## config.mk

```make
export PLATFORM = sky130hd
export DESIGN_NAME = uart_tx_sched_flat
export DESIGN_NICKNAME = d
export VERILOG_FILES = /design/src/rtl/uart_tx_sched_if.sv /design/src/rtl/uart_tx_sched.sv /design/src/flat_wrapper.sv
export SDC_FILE = /design/constraint.sdc
export NUM_CORES = 1
export LEC_CHECK = 0
export BUFFER_PORTS_ARGS = -buffer_cell sky130_fd_sc_hd__buf_4
export CELL_PAD_IN_SITES_DETAIL_PLACEMENT = 1
export CELL_PAD_IN_SITES_GLOBAL_PLACEMENT = 2
export CORE_AREA = 2 2 76 78
export CTS_BUF_LIST = sky130_fd_sc_hd__clkbuf_8
export DETAILED_ROUTE_END_ITERATION = 8
export DIE_AREA = 0 0 78 80
export PLACE_DENSITY_LB_ADDON = 0.1
export SLEW_MARGIN = 20
export SYNTH_ARGS = -nofsm -noshare
export SYNTH_HDL_FRONTEND = slang
export SYNTH_SLANG_ARGS = --single-unit
```

## constraint.sdc

```tcl
create_clock -name clk -period 2.2 [get_ports clk]
set_input_delay 0.11 -clock clk [delete_from_list [all_inputs] [get_ports clk]]
set_output_delay 0.11 -clock clk [all_outputs]
set_load 0.01 [all_outputs]
```

## src/rtl/uart_tx_sched_if.sv

```systemverilog
// uart_tx_sched_if: requester and UART transmit handshake bundle for uart_tx_sched
interface uart_tx_sched_if;
   logic        ack_req;
   logic [7:0]  ack_byte;
   logic        tel_req;
   logic [23:0] tel_data;
   logic        tx_done;
   logic        trmt;
   logic [7:0]  tx_data;
   logic        ack_gnt;
   logic        tel_gnt;
   logic        busy;
   logic        frame_done;
   logic        frame_src;
   modport slave (
      input  ack_req, ack_byte, tel_req, tel_data, tx_done,
      output trmt, tx_data, ack_gnt, tel_gnt, busy, frame_done, frame_src
   );
   modport master (
      output ack_req, ack_byte, tel_req, tel_data, tx_done,
      input  trmt, tx_data, ack_gnt, tel_gnt, busy, frame_done, frame_src
   );
endinterface

```

## src/rtl/uart_tx_sched.sv

```systemverilog
// uart_tx_sched: shares one UART transmitter between a 1-byte ack path and a 3-byte telemetry stream; TEL_CHKSUM_EN adds a telemetry checksum byte
module uart_tx_sched #(
   parameter bit ACK_PRIORITY = 1'b1
) (
   input logic           clk,
   input logic           rst_n,
   uart_tx_sched_if.slave bus
);
   typedef enum logic [1:0] {IDLE, SEND, GUARD, WAIT} state_t;
   state_t      state, state_n;
   logic [23:0] shift, shift_n;
   logic [2:0]  cnt, cnt_n;
   logic        last_tel, last_tel_n;
   logic        trmt_n, ack_gnt_n, tel_gnt_n, busy_n, frame_done_n, frame_src_n;
   logic [7:0]  tx_data_n;
   logic        pick_ack;
   logic [7:0]  chk;
`ifdef TEL_CHKSUM_EN
   localparam logic [2:0] TEL_LEN = 3'd4;
   assign chk = bus.tel_data[23:16] + bus.tel_data[15:8] + bus.tel_data[7:0];
`else
   localparam logic [2:0] TEL_LEN = 3'd3;
   assign chk = 8'h00;
`endif
   assign pick_ack = bus.ack_req & (~bus.tel_req | ACK_PRIORITY | last_tel);
   // next-state and next-output decode; the first byte leaves straight from the grant decision
   always_comb begin
      state_n      = state;
      shift_n      = shift;
      cnt_n        = cnt;
      last_tel_n   = last_tel;
      trmt_n       = 1'b0;
      tx_data_n    = bus.tx_data;
      ack_gnt_n    = 1'b0;
      tel_gnt_n    = 1'b0;
      busy_n       = bus.busy;
      frame_done_n = 1'b0;
      frame_src_n  = bus.frame_src;
      case (state)
         IDLE: if (bus.ack_req | bus.tel_req) begin
            state_n     = SEND;
            trmt_n      = 1'b1;
            busy_n      = 1'b1;
            ack_gnt_n   = pick_ack;
            tel_gnt_n   = ~pick_ack;
            frame_src_n = ~pick_ack;
            last_tel_n  = ~pick_ack;
            tx_data_n   = pick_ack ? bus.ack_byte : bus.tel_data[23:16];
            shift_n     = pick_ack ? 24'h0 : {bus.tel_data[15:0], chk};
            cnt_n       = pick_ack ? 3'd0 : TEL_LEN - 3'd1;
         end
         SEND:  state_n = GUARD;
         GUARD: state_n = WAIT;
         WAIT: if (bus.tx_done) begin
            if (cnt != 3'd0) begin
               state_n   = SEND;
               trmt_n    = 1'b1;
               tx_data_n = shift[23:16];
               shift_n   = {shift[15:0], 8'h00};
               cnt_n     = cnt - 3'd1;
            end else begin
               state_n      = IDLE;
               busy_n       = 1'b0;
               frame_done_n = 1'b1;
            end
         end
         default: state_n = IDLE;
      endcase
   end
   // state, payload and registered outputs; reset abandons any partial frame
   always_ff @(posedge clk or negedge rst_n) begin
      if (!rst_n) begin
         state          <= IDLE;
         shift          <= 24'h0;
         cnt            <= 3'd0;
         last_tel       <= 1'b1;
         bus.trmt       <= 1'b0;
         bus.tx_data    <= 8'h00;
         bus.ack_gnt    <= 1'b0;
         bus.tel_gnt    <= 1'b0;
         bus.busy       <= 1'b0;
         bus.frame_done <= 1'b0;
         bus.frame_src  <= 1'b0;
      end else begin
         state          <= state_n;
         shift          <= shift_n;
         cnt            <= cnt_n;
         last_tel       <= last_tel_n;
         bus.trmt       <= trmt_n;
         bus.tx_data    <= tx_data_n;
         bus.ack_gnt    <= ack_gnt_n;
         bus.tel_gnt    <= tel_gnt_n;
         bus.busy       <= busy_n;
         bus.frame_done <= frame_done_n;
         bus.frame_src  <= frame_src_n;
      end
   end
endmodule

```

## src/flat_wrapper.sv

```systemverilog
// flat-port wrapper written by rule: the top's interface ports become plain ports
module uart_tx_sched_flat 
#(
   parameter bit ACK_PRIORITY = 1'b1
)
  (clk, rst_n, bus_ack_req, bus_ack_byte, bus_tel_req, bus_tel_data, bus_tx_done, bus_trmt, bus_tx_data, bus_ack_gnt, bus_tel_gnt, bus_busy, bus_frame_done, bus_frame_src);
  uart_tx_sched_if bus_i ();
  input logic clk;
  input logic rst_n;
  input wire logic [$bits(bus_i.ack_req)-1:0] bus_ack_req;
  input wire logic [$bits(bus_i.ack_byte)-1:0] bus_ack_byte;
  input wire logic [$bits(bus_i.tel_req)-1:0] bus_tel_req;
  input wire logic [$bits(bus_i.tel_data)-1:0] bus_tel_data;
  input wire logic [$bits(bus_i.tx_done)-1:0] bus_tx_done;
  output wire logic [$bits(bus_i.trmt)-1:0] bus_trmt;
  output wire logic [$bits(bus_i.tx_data)-1:0] bus_tx_data;
  output wire logic [$bits(bus_i.ack_gnt)-1:0] bus_ack_gnt;
  output wire logic [$bits(bus_i.tel_gnt)-1:0] bus_tel_gnt;
  output wire logic [$bits(bus_i.busy)-1:0] bus_busy;
  output wire logic [$bits(bus_i.frame_done)-1:0] bus_frame_done;
  output wire logic [$bits(bus_i.frame_src)-1:0] bus_frame_src;
  assign bus_i.ack_req = bus_ack_req;
  assign bus_i.ack_byte = bus_ack_byte;
  assign bus_i.tel_req = bus_tel_req;
  assign bus_i.tel_data = bus_tel_data;
  assign bus_i.tx_done = bus_tx_done;
  assign bus_trmt = bus_i.trmt;
  assign bus_tx_data = bus_i.tx_data;
  assign bus_ack_gnt = bus_i.ack_gnt;
  assign bus_tel_gnt = bus_i.tel_gnt;
  assign bus_busy = bus_i.busy;
  assign bus_frame_done = bus_i.frame_done;
  assign bus_frame_src = bus_i.frame_src;
  uart_tx_sched #(.ACK_PRIORITY(ACK_PRIORITY)) u_core (.clk(clk), .rst_n(rst_n), .bus(bus_i));
endmodule
```

# Yosys cells after proc, flatten, opt, wreduce, memory -nomap -nowiden
# Cells that the tools add are included.
# op_classes
n_reduce_logical	7
addsub	1
order_cmp	0
mul	0
n_bitwise	2
div_mod_pow	0
shifts	0
n_mux	34
eq_ne	7
# ops
op	count
24-bit two-way mux	4
24-bit one-hot mux with 2 select lines	1
8-bit two-way mux	4
8-bit one-hot mux with 2 select lines	1
1-bit two-way mux	14
3-bit two-way mux	3
2-bit one-hot mux with 4 select lines	1
4-bit AND reduction	2
2-bit two-way mux	3
3-bit one-hot mux with 2 select lines	1
2-bit == test (second input constant)	2
2-bit by 1-bit != test with 1-bit output (second input constant)	2
2-bit != test (second input constant)	2
1-bit one-hot mux with 2 select lines	2
2-bit AND reduction	2
3-bit nonzero test	1
3-bit by 1-bit subtractor with 3-bit output (second input constant)	1
2-bit by 1-bit == test with 1-bit output (second input constant)	1
2-bit zero test	1
2-bit nonzero test	1
1-bit inverter	1
1-bit bitwise OR	1
# totals
out_inout_bits	14
romBits	0
inputBits	37
word_cells	61
latch_bits	0
ramBits	0
memories	0
regBits	43

# Logic depth before layout (Yosys ltp)
# depth
word_depth	4
mapped_depth	6
depth_no_buf	5

# Worst setup path after synthesis
# Ideal clock, no wire load.
# synth_timing
path_kind	register to register
startpoint	register u_core.state[1]
endpoint	register u_core.bus.tx_data[0]
arrival_ns	1.735
path_slack_ns	0.340
n_path_buf	2
setup_ns	0.125
path_stages_with_launch	7
cell_sequence	dfrtp_1 -> ha_1 -> buf_2 -> and3b_4 -> nor3_4 -> buf_6 -> mux2_4
# synth_via
elab_chain_cells	3
word_cells_on_any_way	8
classes_between	4 x eq/ne; 1 x mux; 3 x reduce/logical
# synth_rtl
item	line_no	rtl
start, declared	uart_tx_sched.sv:10	state_t state, state_n;
start signal, assigned	uart_tx_sched.sv:85	state <= state_n;
2-bit == test or 2-bit zero test (tied branches)	uart_tx_sched.sv:39	case (state)
2-bit by 1-bit != test with 1-bit output (no line), or another cell as far along	--	
4-bit AND reduction (no line)	--	
end signal, assigned	uart_tx_sched.sv:90	bus.tx_data <= tx_data_n;
end, declared	uart_tx_sched_if.sv:17	output trmt, tx_data, ack_gnt, tel_gnt, busy, frame_done, frame_src
# Several ways; a longest one is shown, not always the timed one.
# A chain may end at the register's enable or synchronous reset.

# Final worst setup path
# layout_timing
startpoint	register u_core.state[0]
endpoint	register u_core.bus.tx_data[3]
# The elaborated chain is that of the path after synthesis.

==> run summary <==
GR Overflow Total = 0
Vias in the first global route = 1,394
Static leakage = 1.16 nW
Fin cells = 285
Crit path capture type = flop
Area leader, netlist = dfrtp_1
Final Net Count = 253
Crit path launch type = flop
Pins Over Slew Limit = 0
FF-to-FF Start = u_core.state[0]$_DFFE_PN0P_
CTS resizes = 0
Post-synth top area share = 0.485
Worst hold start = bus_tel_data[2]
Dominant cells by area after synthesis = dfrtp_1 49%, mux2i_1 9.4%, mux2_4 8.3%, mux2_2 4.4%, a22o_1 3.9%
Clock buffer count from CTS = 5
Critical path class = reg2reg
Worst hold endpoint = u_core.shift[10]$_DFFE_PN0P_
Crit-path cells = inv_1 -> ha_1 -> nor3b_4 -> nor3_4 -> buf_4 -> mux2_4
DIE AREA = 0.00624 mm^2
Relative slew slack = 0.689
# rows = 27
Syn Nets = 199
H-tree depth = 2
IO Count = 51
DRC Markers = 0
Peak Freq = 0.510 GHz
ANT nets after route = 0
Number of flops mapped to enable cells by yosys = 0
Initial antenna violation count = 0
Clk_skew = 0.00449 ns
Worst-Skew Late Latency = 0.28 ns
Final Cycle Share = 0.891
Initial core utilization = 0.334
Ys flop type = dfrtp_1
Fin util = 0.435
Post-DP Area = 0.00226 mm^2
Routed vias = 1,366
PortBufs = 50
Share of cells above drive strength 1 = 0.390
# Post-CTS Setup Buffers = 0
Status = complete, no violations
Unique cell type count in the Yosys netlist = 29
Drt total wl = 4110 um
Crit path max-delay cell type = nor3b_4
Placed cells = 276
Area Growth Syn to Fin = 30.3%
First DRT Iteration DRCs = 49
Most common cell in the netlist = dfrtp_1
First-pass GRT wire length = 6800 um
Die Ht = 80 um
Vias per std cell = 4.79
FF-to-FF setup slack = 0.24 ns
Max_cap viols = 0
Peak supply drop = 0.541 mV
Synth Instances = 158
R2r worst-path depth = 6
Sink Count = 35
CP bufs+invs = 2
Largest delay share family, worst path = simple AND/OR/NAND/NOR gates
Hold-fix buffers, CTS = 1
Synth cell count leaders = 35 x dfrtp_1, 17 x mux2i_1, 17 x nand2_1, 14 x inv_1
CP required = 2.36 ns
Synth Area per Inst = 11.4 um^2
Max stage delay on crit path = 0.41 ns
Die Wd = 78 um
Drt pass-1 iters = 4
Final hold violation count = 0
Root Buffer Master = clkbuf_8
Clock-pin slew on the worst setup and hold paths = 0.07 ns
Async S/R FF share, synth = 1.00
Total Power = 0.00318 W
RD Place Congestion = 0.734
TritonCTS clock tree = built
GRT Overall Usage = 0.139
Setup violators final = 0
Fin area = 0.00235 mm^2
RSZ-0062 raised after global routing = no
HPWL after DPL = 3070 um
Seq cells post-synth = 35
Core ar. = 0.00541 mm^2
Ys Warns = 0
Register area share after synthesis = 0.485
N_diodes = 0
Mapped Area = 0.00181 mm^2
Hold path cells = 3
Worst reg2reg path endpoint = u_core.bus.tx_data[3]$_DFFE_PN0P_
Post-DR wirelength/cell = 14.4 um
Critical path arrival = 2.12 ns
Largest net degree at the start of global routing = 36
Clock period minus worst slack = 1.96 ns
TNS Setup = 0 ns
Worst hold path type = in2reg
PD cells = 1350 mW/mm^2
Crit Path Max Fanout = 13
Least-Margin Pin Slew = 0.454 ns
Clock Path Buffers = 2
-- stage by stage --
step	hold WS [ns]	setup slack [ns]
CTS	0.0712	0.225
floorplan	-0.186	0.340
global placement	0.0941	0.335
finish	0.0807	0.241
global route	0.0799	0.0990
detailed placement	0.0996	0.245
-- tightest hold or removal path, delay by kind of cell --
kind | cells | cell delay, ns
buffers and inverters | 1 | 0.11
muxes | 1 | 0.06
and+or+nand+nor | 1 | 0.05
-- registers in the layout, indices dropped and copies added, names as in the netlist --
name,cells
u_core.shift,16
u_core.bus.tx_data,8
u_core.cnt,3
u_core.state,2
u_core.bus.ack_gnt,1
u_core.bus.busy,1
u_core.bus.frame_done,1
u_core.bus.frame_src,1
u_core.bus.tel_gnt,1
u_core.bus.trmt,1
-- cells by family after synthesis --
group,synth area share
flops,0.485
buf+inv,0.0554
fa+ha+maj,0.0277
compound gates,0.101
simple gates,0.102
mux,0.229
-- worst max-delay path by stage --
stage                                      from  cells past startpoint                           endpoint  slack [ns]
floorplan           u_core.state[1]$_DFFE_PN0P_                      6  u_core.bus.tx_data[0]$_DFFE_PN0P_        0.34
global placement    u_core.state[0]$_DFFE_PN0P_                      6  u_core.bus.tx_data[0]$_DFFE_PN0P_        0.33
detailed placement  u_core.state[0]$_DFFE_PN0P_                      6  u_core.bus.tx_data[3]$_DFFE_PN0P_        0.25
CTS                 u_core.state[0]$_DFFE_PN0P_                      6  u_core.bus.tx_data[3]$_DFFE_PN0P_        0.23
global route        u_core.state[0]$_DFFE_PN0P_                      6  u_core.bus.tx_data[0]$_DFFE_PN0P_         0.1
finish              u_core.state[0]$_DFFE_PN0P_                      6  u_core.bus.tx_data[3]$_DFFE_PN0P_        0.24
-- routing by layer --
metal	GRT usage	routed length (um)	part of all wire	vias to the layer above
met3	0.0294	196	0.048	6
met1	0.185	1980	0.48	670
met2	0.222	1880	0.46	40
met4	0.0509	50	0.012	0
li1	-	-	-	650
met5	0	0	0	-
-- layout by cell type (no fill, tap or decap), drive strengths merged, types with 2 or more instances in the layout --
cell    netlist  routed
buf           4      55
dfrtp        35      35
mux2i        18      18
nand2        17      17
mux2         17      17
inv          14      16
o21ai        10      10
a22o          8       8
nor2          6       6
clkbuf        5       5
a21oi         4       4
ha            4       4
nand3         2       2
and2          2       2
o32ai         2       2
-- power by group --
| part | switching (W) | total, W | internal, W |
|---|---|---|---|
| clock | 0.000220 | 0.000432 | 0.000213 |
| combinational | 0.000785 | 0.00166 | 0.000875 |
| sequential | 0.000151 | 0.00108 | 0.000933 |
-- area by class of cell --
cell class              instances  area (um^2)
flip-flops and latches         35          876
inverters                      14         52.6
clock buffers                   5         68.8
well taps                      72         90.1
multi-input cells             100          830
repair buffers                 56          423
fillers                       600         3050
clock inverters                 3         12.5
Note: power is estimated with default switching activity, not from simulation.
